**src/rtl/lsu_pkg.sv**
```systemverilog
// lsu_pkg: shared types and helpers for the load/store unit.
//   lsu_size_t  - access size encoding (byte/half/word/doubleword)
//   lsu_state_t - load_store_unit FSM states
//   misaligned  - true when the byte offset is not a multiple of the size
package lsu_pkg;

  typedef enum logic [1:0] {
    SZ_B = 2'd0,
    SZ_H = 2'd1,
    SZ_W = 2'd2,
    SZ_D = 2'd3
  } lsu_size_t;

  typedef enum logic [1:0] {
    ST_IDLE,
    ST_RD,
    ST_WR,
    ST_RESP
  } lsu_state_t;

  function automatic logic misaligned(input lsu_size_t size, input logic [2:0] off);
    case (size)
      SZ_H:    return off[0];
      SZ_W:    return |off[1:0];
      SZ_D:    return |off;
      default: return 1'b0;
    endcase
  endfunction

endpackage

```
**src/rtl/lsu_lane_align.sv**
```systemverilog
// lsu_lane_align: combinational lane steering for sub-doubleword accesses.
//   held   in  64 : doubleword read from memory
//   wdata  in  64 : store data, LSBs significant
//   off    in   3 : byte offset within the doubleword
//   size   in     : access size
//   zext   in   1 : zero-extend the load instead of sign-extending
//   rdata  out 64 : extracted and extended load value
//   merged out 64 : held doubleword with the store lanes replaced
module lsu_lane_align
  import lsu_pkg::*;
(
  input  logic [63:0] held,
  input  logic [63:0] wdata,
  input  logic [2:0]  off,
  input  lsu_size_t   size,
  input  logic        zext,
  output logic [63:0] rdata,
  output logic [63:0] merged
);

  logic [63:0] shifted;

  always_comb begin
    shifted = held >> {off, 3'b000};
    rdata   = '0;
    merged  = held;
    case (size)
      SZ_B: begin
        rdata = zext ? {56'b0, shifted[7:0]} : {{56{shifted[7]}}, shifted[7:0]};
        merged[{off, 3'b000} +: 8] = wdata[7:0];
      end
      SZ_H: begin
        rdata = zext ? {48'b0, shifted[15:0]} : {{48{shifted[15]}}, shifted[15:0]};
        merged[{off, 3'b000} +: 16] = wdata[15:0];
      end
      SZ_W: begin
        rdata = zext ? {32'b0, shifted[31:0]} : {{32{shifted[31]}}, shifted[31:0]};
        merged[{off, 3'b000} +: 32] = wdata[31:0];
      end
      SZ_D: begin
        // A reachable dword access is aligned, so off is 0 and shifted == held.
        rdata  = shifted;
        merged = wdata;
      end
      default: ;
    endcase
  end

endmodule

```
**src/rtl/load_store_unit.sv**
```systemverilog
// load_store_unit: one-at-a-time byte/half/word/dword load/store engine in
// front of a 64-bit Data_Memory. Narrow stores are read-modify-write.
//   req_*      : request channel (valid/ready), latched on acceptance
//   resp_*     : response channel (valid/ready), rdata 0 for stores/errors
//   MemRead/MemWrite/Mem_Addr/Write_Data/Read_Data : memory port
//                (Read_Data combinational, write on the edge ending WR)
module load_store_unit
  import lsu_pkg::*;
#(
  parameter int unsigned ADDR_W = 64
) (
  input  logic              clk,
  input  logic              reset,
  input  logic              req_valid,
  output logic              req_ready,
  input  logic              req_write,
  input  logic [1:0]        req_size,
  input  logic              req_unsigned,
  input  logic [ADDR_W-1:0] req_addr,
  input  logic [63:0]       req_wdata,
  output logic              resp_valid,
  input  logic              resp_ready,
  output logic [63:0]       resp_rdata,
  output logic              resp_err,
  output logic              MemRead,
  output logic              MemWrite,
  output logic [ADDR_W-1:0] Mem_Addr,
  output logic [63:0]       Write_Data,
  input  logic [63:0]       Read_Data
);

  lsu_state_t        state;
  logic [ADDR_W-1:0] addr_q;
  lsu_size_t         size_q;
  logic              write_q;
  logic              zext_q;
  logic [63:0]       wdata_q;
  logic [63:0]       held_q;
  logic              err_q;

  logic [63:0]       load_data;
  logic [63:0]       merged;
  lsu_size_t         req_sz;
  logic              req_mis;

  assign req_sz  = lsu_size_t'(req_size);
  assign req_mis = misaligned(req_sz, req_addr[2:0]);

  always_ff @(posedge clk or posedge reset) begin
    if (reset) begin
      state   <= ST_IDLE;
      addr_q  <= '0;
      size_q  <= SZ_B;
      write_q <= 1'b0;
      zext_q  <= 1'b0;
      wdata_q <= '0;
      held_q  <= '0;
      err_q   <= 1'b0;
    end else begin
      case (state)
        ST_IDLE: begin
          if (req_valid) begin
            addr_q  <= req_addr;
            size_q  <= req_sz;
            write_q <= req_write;
            zext_q  <= req_unsigned;
            wdata_q <= req_wdata;
            err_q   <= req_mis;
            if (req_mis)                     state <= ST_RESP;
            else if (!req_write)             state <= ST_RD;
            else if (req_sz == SZ_D)         state <= ST_WR;
            else                             state <= ST_RD;
          end
        end
        ST_RD: begin
          held_q <= Read_Data;
          state  <= write_q ? ST_WR : ST_RESP;
        end
        ST_WR:   state <= ST_RESP;
        ST_RESP: if (resp_ready) state <= ST_IDLE;
        default: state <= ST_IDLE;
      endcase
    end
  end

  lsu_lane_align u_align (
    .held   (held_q),
    .wdata  (wdata_q),
    .off    (addr_q[2:0]),
    .size   (size_q),
    .zext   (zext_q),
    .rdata  (load_data),
    .merged (merged)
  );

  assign req_ready  = (state == ST_IDLE);
  assign resp_valid = (state == ST_RESP);
  assign MemRead    = (state == ST_RD);
  assign MemWrite   = (state == ST_WR);
  assign resp_err   = (state == ST_RESP) && err_q;
  assign resp_rdata = ((state == ST_RESP) && !write_q && !err_q) ? load_data : '0;
  assign Mem_Addr   = (MemRead || MemWrite) ? {addr_q[ADDR_W-1:3], 3'b000} : '0;
  assign Write_Data = MemWrite ? merged : '0;

endmodule

```
**config.mk**
```make
export PLATFORM = sky130hd
export DESIGN_NAME = load_store_unit
export DESIGN_NICKNAME = d
export VERILOG_FILES = /design/src/rtl/lsu_pkg.sv /design/src/rtl/lsu_lane_align.sv /design/src/rtl/load_store_unit.sv
export SDC_FILE = /design/constraint.sdc
export NUM_CORES = 1
export LEC_CHECK = 0
export BUFFER_PORTS_ARGS = -buffer_cell sky130_fd_sc_hd__buf_2
export CORE_AREA = 2 2 172 174
export CTS_CLUSTER_SIZE = 24
export DETAILED_ROUTE_END_ITERATION = 16
export DIE_AREA = 0 0 174 176
export PLACE_DENSITY = 0.87
export SYNTH_ARGS = -nofsm -noshare
export SYNTH_HDL_FRONTEND = slang
export SYNTH_SLANG_ARGS = --single-unit
```
**constraint.sdc**
```tcl
create_clock -name clk -period 8.5 [get_ports clk]
set_input_delay 0.85 -clock clk [delete_from_list [all_inputs] [get_ports clk]]
set_output_delay 0.85 -clock clk [all_outputs]
set_load 0.005 [all_outputs]
```
After elaboration in Yosys (flattened, before gate mapping)
Cells that the tools add are included.
Operators by class
  mux-type cells: 19
  shift operators: 7
  equal/unequal tests: 11
  add/subtract/negate cells: 1
  reductions and logical operators: 12
Operators with widths (count)
  $pmux W64 S4: 2
  $mux W64: 6
  $bwmux W64: 3
  $shift A16 B8 Y64 const A: 1
  $shift A32 B8 Y64 const A: 1
  $shift A8 B8 Y64 const A: 1
  $shiftx A16 B8 Y64: 1
  $shiftx A32 B8 Y64: 1
  $shiftx A8 B8 Y64: 1
  $shr A64 B6 Y64: 1
  $eq A2 B2 Y1 const B: 6
  $mux W2: 5
  $neg A6 Y8: 1
  $pmux W2 S4: 1
  $eq A2 B1 Y1 const B: 3
  $logic_not A2 Y1: 2
  $reduce_and A2 Y1: 2
  $logic_and A1 B1 Y1: 3
  $pmux W1 S3: 1
  $reduce_or A3 Y1: 1
  $logic_not A1 Y1: 2
  $ne A2 B1 Y1 const B: 1
  $ne A2 B2 Y1 const B: 1
  $reduce_or A2 Y1: 1
  other kinds (2): 2
Word-level totals
  register bits after elaboration: 199
  word-level logic and storage cells: 58
  input port bits: 200
  output and inout port bits: 197

Logic depth before layout (Yosys ltp)
  depth in word-level cells: 6
  gate-level depth with buffers: 15
  depth with buffers taken out: 8

Hierarchy
A second synthesis with hierarchy kept.
Second synthesis, totals
  cell total of the unflattened synthesis: 1788
  area total of the unflattened synthesis: 16424.5 um^2
Modules (own cells, without submodules)
  load_store_unit: times used 1, seq. area each 4979.8 um^2, area an instance 9049.9 um^2, cells each 659
  lsu_lane_align: times used 1, seq. area each 0.0 um^2, area an instance 7374.6 um^2, cells each 1129

Worst setup path before layout
OpenSTA, ideal clock, no wires.
  kind: reg-to-output
  start: register addr_q[1]
  end: output Write_Data[3]
  buffers on the path: 7
  required time: 7.650 ns
  cell stages (with the launch flop): 15
  data arrival time: 3.239 ns
  path slack: 4.411 ns
  path through: dfrtp_1 > buf_4 > buf_4 > buf_2 > buf_2 > inv_1 > ha_1 > ha_1 > buf_2 > nor3b_2 > nand2_1 > buf_2 > buf_1 > mux2i_1 > a211oi_1
On the way
  cells in the longest elaborated chain, start to end: 5
  elaborated cells on any way between the ends: 12
  classes of those cells: add/sub (1); shift (6); mux (5)
Ends and longest elaborated chain
  from (decl): line load_store_unit.sv:33  | logic [ADDR_W-1:0] addr_q;
  from (signal assigned): line load_store_unit.sv:63  | addr_q <= req_addr;
  $neg A6 Y8 *: line lsu_lane_align.sv:30, lsu_lane_align.sv:34, lsu_lane_align.sv:38
  $shiftx A32 B8 Y64, or another cell as far along: line lsu_lane_align.sv:38  | merged[{off, 3'b000} +: 32] = wdata[31:0];
  $bwmux W64 (on tied branches): line lsu_lane_align.sv:38, lsu_lane_align.sv:30, lsu_lane_align.sv:34
  $pmux W64 S4 *: line lsu_lane_align.sv:27  | case (size)
  $mux W64 *: line load_store_unit.sv:103  | assign Write_Data = MemWrite ? merged : '0;
  to (decl): line load_store_unit.sv:28  | output logic [63:0] Write_Data,
Mark *: on every way between the ends. The rest lies on a longest branch, timed or not.

Worst setup path in the final report
  start: register addr_q[0]
  end: output Write_Data[25]
Same word-level chain as after synthesis.

==> summary.md <==
| Metric | Value |
|---|---|
| Switching share of total power | 0.538 |
| DIE HEIGHT | around 180 microns |
| CP Launch Type | flop |
| Status | finished clean |
| Hold Path Origin | addr_q[56] |
| Internal Power | about 4.5 mW |
| Pin count of the biggest net entering global routing | ~130 |
| Worst R2R Start | state[0] |
| Crit. End Element | primary output |
| Placed instance area | ~0.018 sq mm |
| Die width | about 170 microns |
| Period utilization | 0.686 |
| Full die area | approximately 0.031 sq mm |
| Residual DRC | 0 |
| Worst-path clk slew | 0.07 ns |
| Initial antenna violation count | 2 |
| Synth area leader | dfrtp_1 |
| FF-to-FF End | wdata_q[15] |
| Routed WL per cell | ~28 microns |
| Slew @ Worst Pin | between 1 and 1.5 ns |
| Synth Register Bits | 199 |
| MaxCap Viol Count | 0 |
| Number of core rows | 62 |
| Slowest cell on crit path | nor2b_1 |
| Maximum clock path buffer count | 2 |
| Final nets | 2176 |
| R2R setup slack | approximately 5.7 ns |
| Post-CTS Hold Fix Bufs | 0 |
| Yosys Warn Count | 0 |
| Starting density of the core | 0.547 |
| Setup Skew | between 0.006 and 0.007 ns |
| Leak | slightly above 8 nW |
| Slew Limit Headroom | 0.224 |
| PnR Total Power | 9.63 mW |
| Worst setup path category | reg -> out |
| Final Util | 0.637 |
| Synth Instances | 1702 |
| Critical Path Source | addr_q[0] |
| Root buf cell | clkbuf_16 |
| Hold Fails Final Rpt | 0 |
| Clk pwr share | 0.093 |
| Syn_area_per_cell | 9.18 sq um |
| Final setup violation count | 0 |
| # IOs | between 300 and 400 |
| Share of post-route cells with drive strength above 1 | 0.368 |
| Peak Freq | approximately 170 MHz |
| Most frequent cells in the layout | buf_2, mux2_2, dfrtp_1 |
| Worst Hold Depth | 1 |
| H-tree depth | 4 |
| Post-DRT Antenna Nets | 0 |
| Vias per cell | around 7 |
| Overall Global Routing Usage | 0.424 |
| Post-CTS Setup Repair Bufs | 0 |
| Share of the yosys chip area belonging to registers | 0.319 |
| Fin. max-slew vios | 0 |
| Final Worst Setup Slack | approximately 2.7 ns |
| Fillers | 2404 |
| Synthesized area | 0.0156 sq mm |
| Async SR Flop Fraction | 1.00 |
| Net switching power | roughly 5.2 mW |
| Slowest stage delay, CP | 0.80 ns |
| Flop pwr share | 0.264 |
| Most used DFF post-synth | dfrtp_1 |
| Worst-skew pair later-pin latency | ~0.45 ns |
| VDD IR max | 0.329 mV |
| Dpl ws | approximately 3.3 ns |
| Unique masters post-synth | 86 |
| Combinational power share | 0.643 |
| Pwr Density | roughly 530 mW/mm^2 |
| CP arrival | between 4 and 5 ns |
| First-pass GRT wire length | between 90000 and 100000 microns |
| Hold Crit Class | reg -> reg |
| Post-Route Hold Slack | just over 0.5 ns |
| Total gr overflow | 0 |
| Layout overhead on the synthesized area | 16.3% |
| Commonest non-fill, non-tap cell in the layout | buf_2 |
| RSZ-0062 raised after global routing | false |
| Post-synth EDFFs | 0 |
| Synth area leaders | dfrtp_1, mux2_2, mux2i_1, a21oi_1, nand2_1 |
| Worst setup path end | Write_Data[25] |
| Register cell area after layout | ~0.005 sq mm |
| Critical Path Fanout Max | 34 |
| Finished Layout Cells | ~2400 |
| DR iter-0 viols | between 2000 and 2500 |
| Port buffer count | about 390 |
| Placed cells | 2334 |
| Core Box Area | around 0.029 sq mm |
| GP Congestion | roughly 1.0 |
| Most used cell, CP | ha_1 |
| First-pass DRT Iterations | 8 |
| Worst Path Required | around 7.7 ns |
| Dpl hpwl | 47900 microns |
| Critical Path, Cell by Cell | inv_2, ha_1, ha_1, buf_4, nor2b_1, o211ai_1, nor2_1, o21bai_1, a22o_1, buf_2 |
| Final Cell Area | between 0.015 and 0.02 sq mm |
| Sum of negative setup slack | 0 ns |
| Total Wirelength | 66700 microns |
| Number of global-route vias before repair | 15800 |
| Cell count of the worst reg-to-reg path | 5 |
| Clk sinks | 199 |
| Post-CTS Resized | 0 |
| Synth top area share | 0.319 |
| Area of the multi-input gates | 0.00983 sq mm |
| Post-layout min period | between 5 and 6 ns |
| Clock tree from TritonCTS | built |
| Num CTS Buffers | 17 |
| Vias | between 15000 and 20000 |
Yosys cell counts, types with 14 or more instances:
cell and n:
buf_1 16, o21ai_0 84, a211oi_1 29, mux4_2 25, nor2_1 97, a21oi_1 136, and2_1 73, nor2b_1 17
a31oi_1 20, nand2_1 181, a221oi_1 27, a221o_1 25, buf_2 41, dfrtp_1 199, a22oi_1 14, o22ai_1 18
nand3_1 17, o221ai_1 23, buf_4 14, mux2i_1 89, o211ai_1 25, mux2_2 207, clkbuf_1 97
power groups by stage:
stage	Clock, mW	Sequential [mW]	Combinational [mW]
after floorplan	0	1.78	4.50
after global placement	0	2.43	5.90
after detailed placement	0	2.45	5.98
after CTS	0.902	2.44	6.02
after global routing	0.941	2.52	6.60
final	0.894	2.54	6.20
how the worst min path moves through the flow:
stage,end,slack [ns]
2_1_floorplan,err_q,0.46
3_3_place_gp,addr_q[12],0.48
3_5_place_dp,addr_q[19],0.49
4_1_cts,addr_q[4],0.50
5_1_grt,addr_q[4],0.51
6_report,addr_q[56],0.50
critical path: cells and delay by family, from the launching register on:
kind	cells	cell delay, ns
adders and majority gates	2	0.59
DFF	1	0.71
and+or+nand+nor	2	1.33
buffers and inverters	3	0.82
AOI/OAI and AO/OA	3	1.05
cell type report:
cell class                 instances  share of cell area
tap                              384              0.0264
clock inverter                    13              0.0103
multi-input combinational       1315               0.541
antenna                            1            0.000138
timing repair buffer             419               0.119
clock buffer                      19              0.0249
inverter                          17             0.00392
sequential                       199               0.274
cell families (layout without fill, tap and decap cells):
group	after synthesis	count (layout)	synth area share
adder cells (fa/ha/maj)	7	7	0.00561
flip-flops	199	199	0.319
AND/OR/NAND/NOR	463	463	0.146
XOR/XNOR	1	1	0.000561
AO/OA/AOI/OAI	520	520	0.232
multiplexers	321	321	0.242
other	1	4	0.000240
buffers and inverters	190	468	0.0543
routing by layer:
metal  part of all wire  wire (microns)  vias to the layer above  global-route usage
met5            0.00022              15                        -                   0
met4              0.065            4330                        2               0.249
met3               0.13            8390                      280               0.124
met2               0.44           29200                     1284               0.647
met1               0.37           24700                     7774               0.539
li1                   -               -                     6925                   -
registers in the layout, summed over array words and instances, names as in the netlist:
name,cells
addr_q,64
err_q,1
held_q,64
size_q,2
state,2
wdata_q,64
write_q,1
zext_q,1
(Power assumes the default switching activity.)
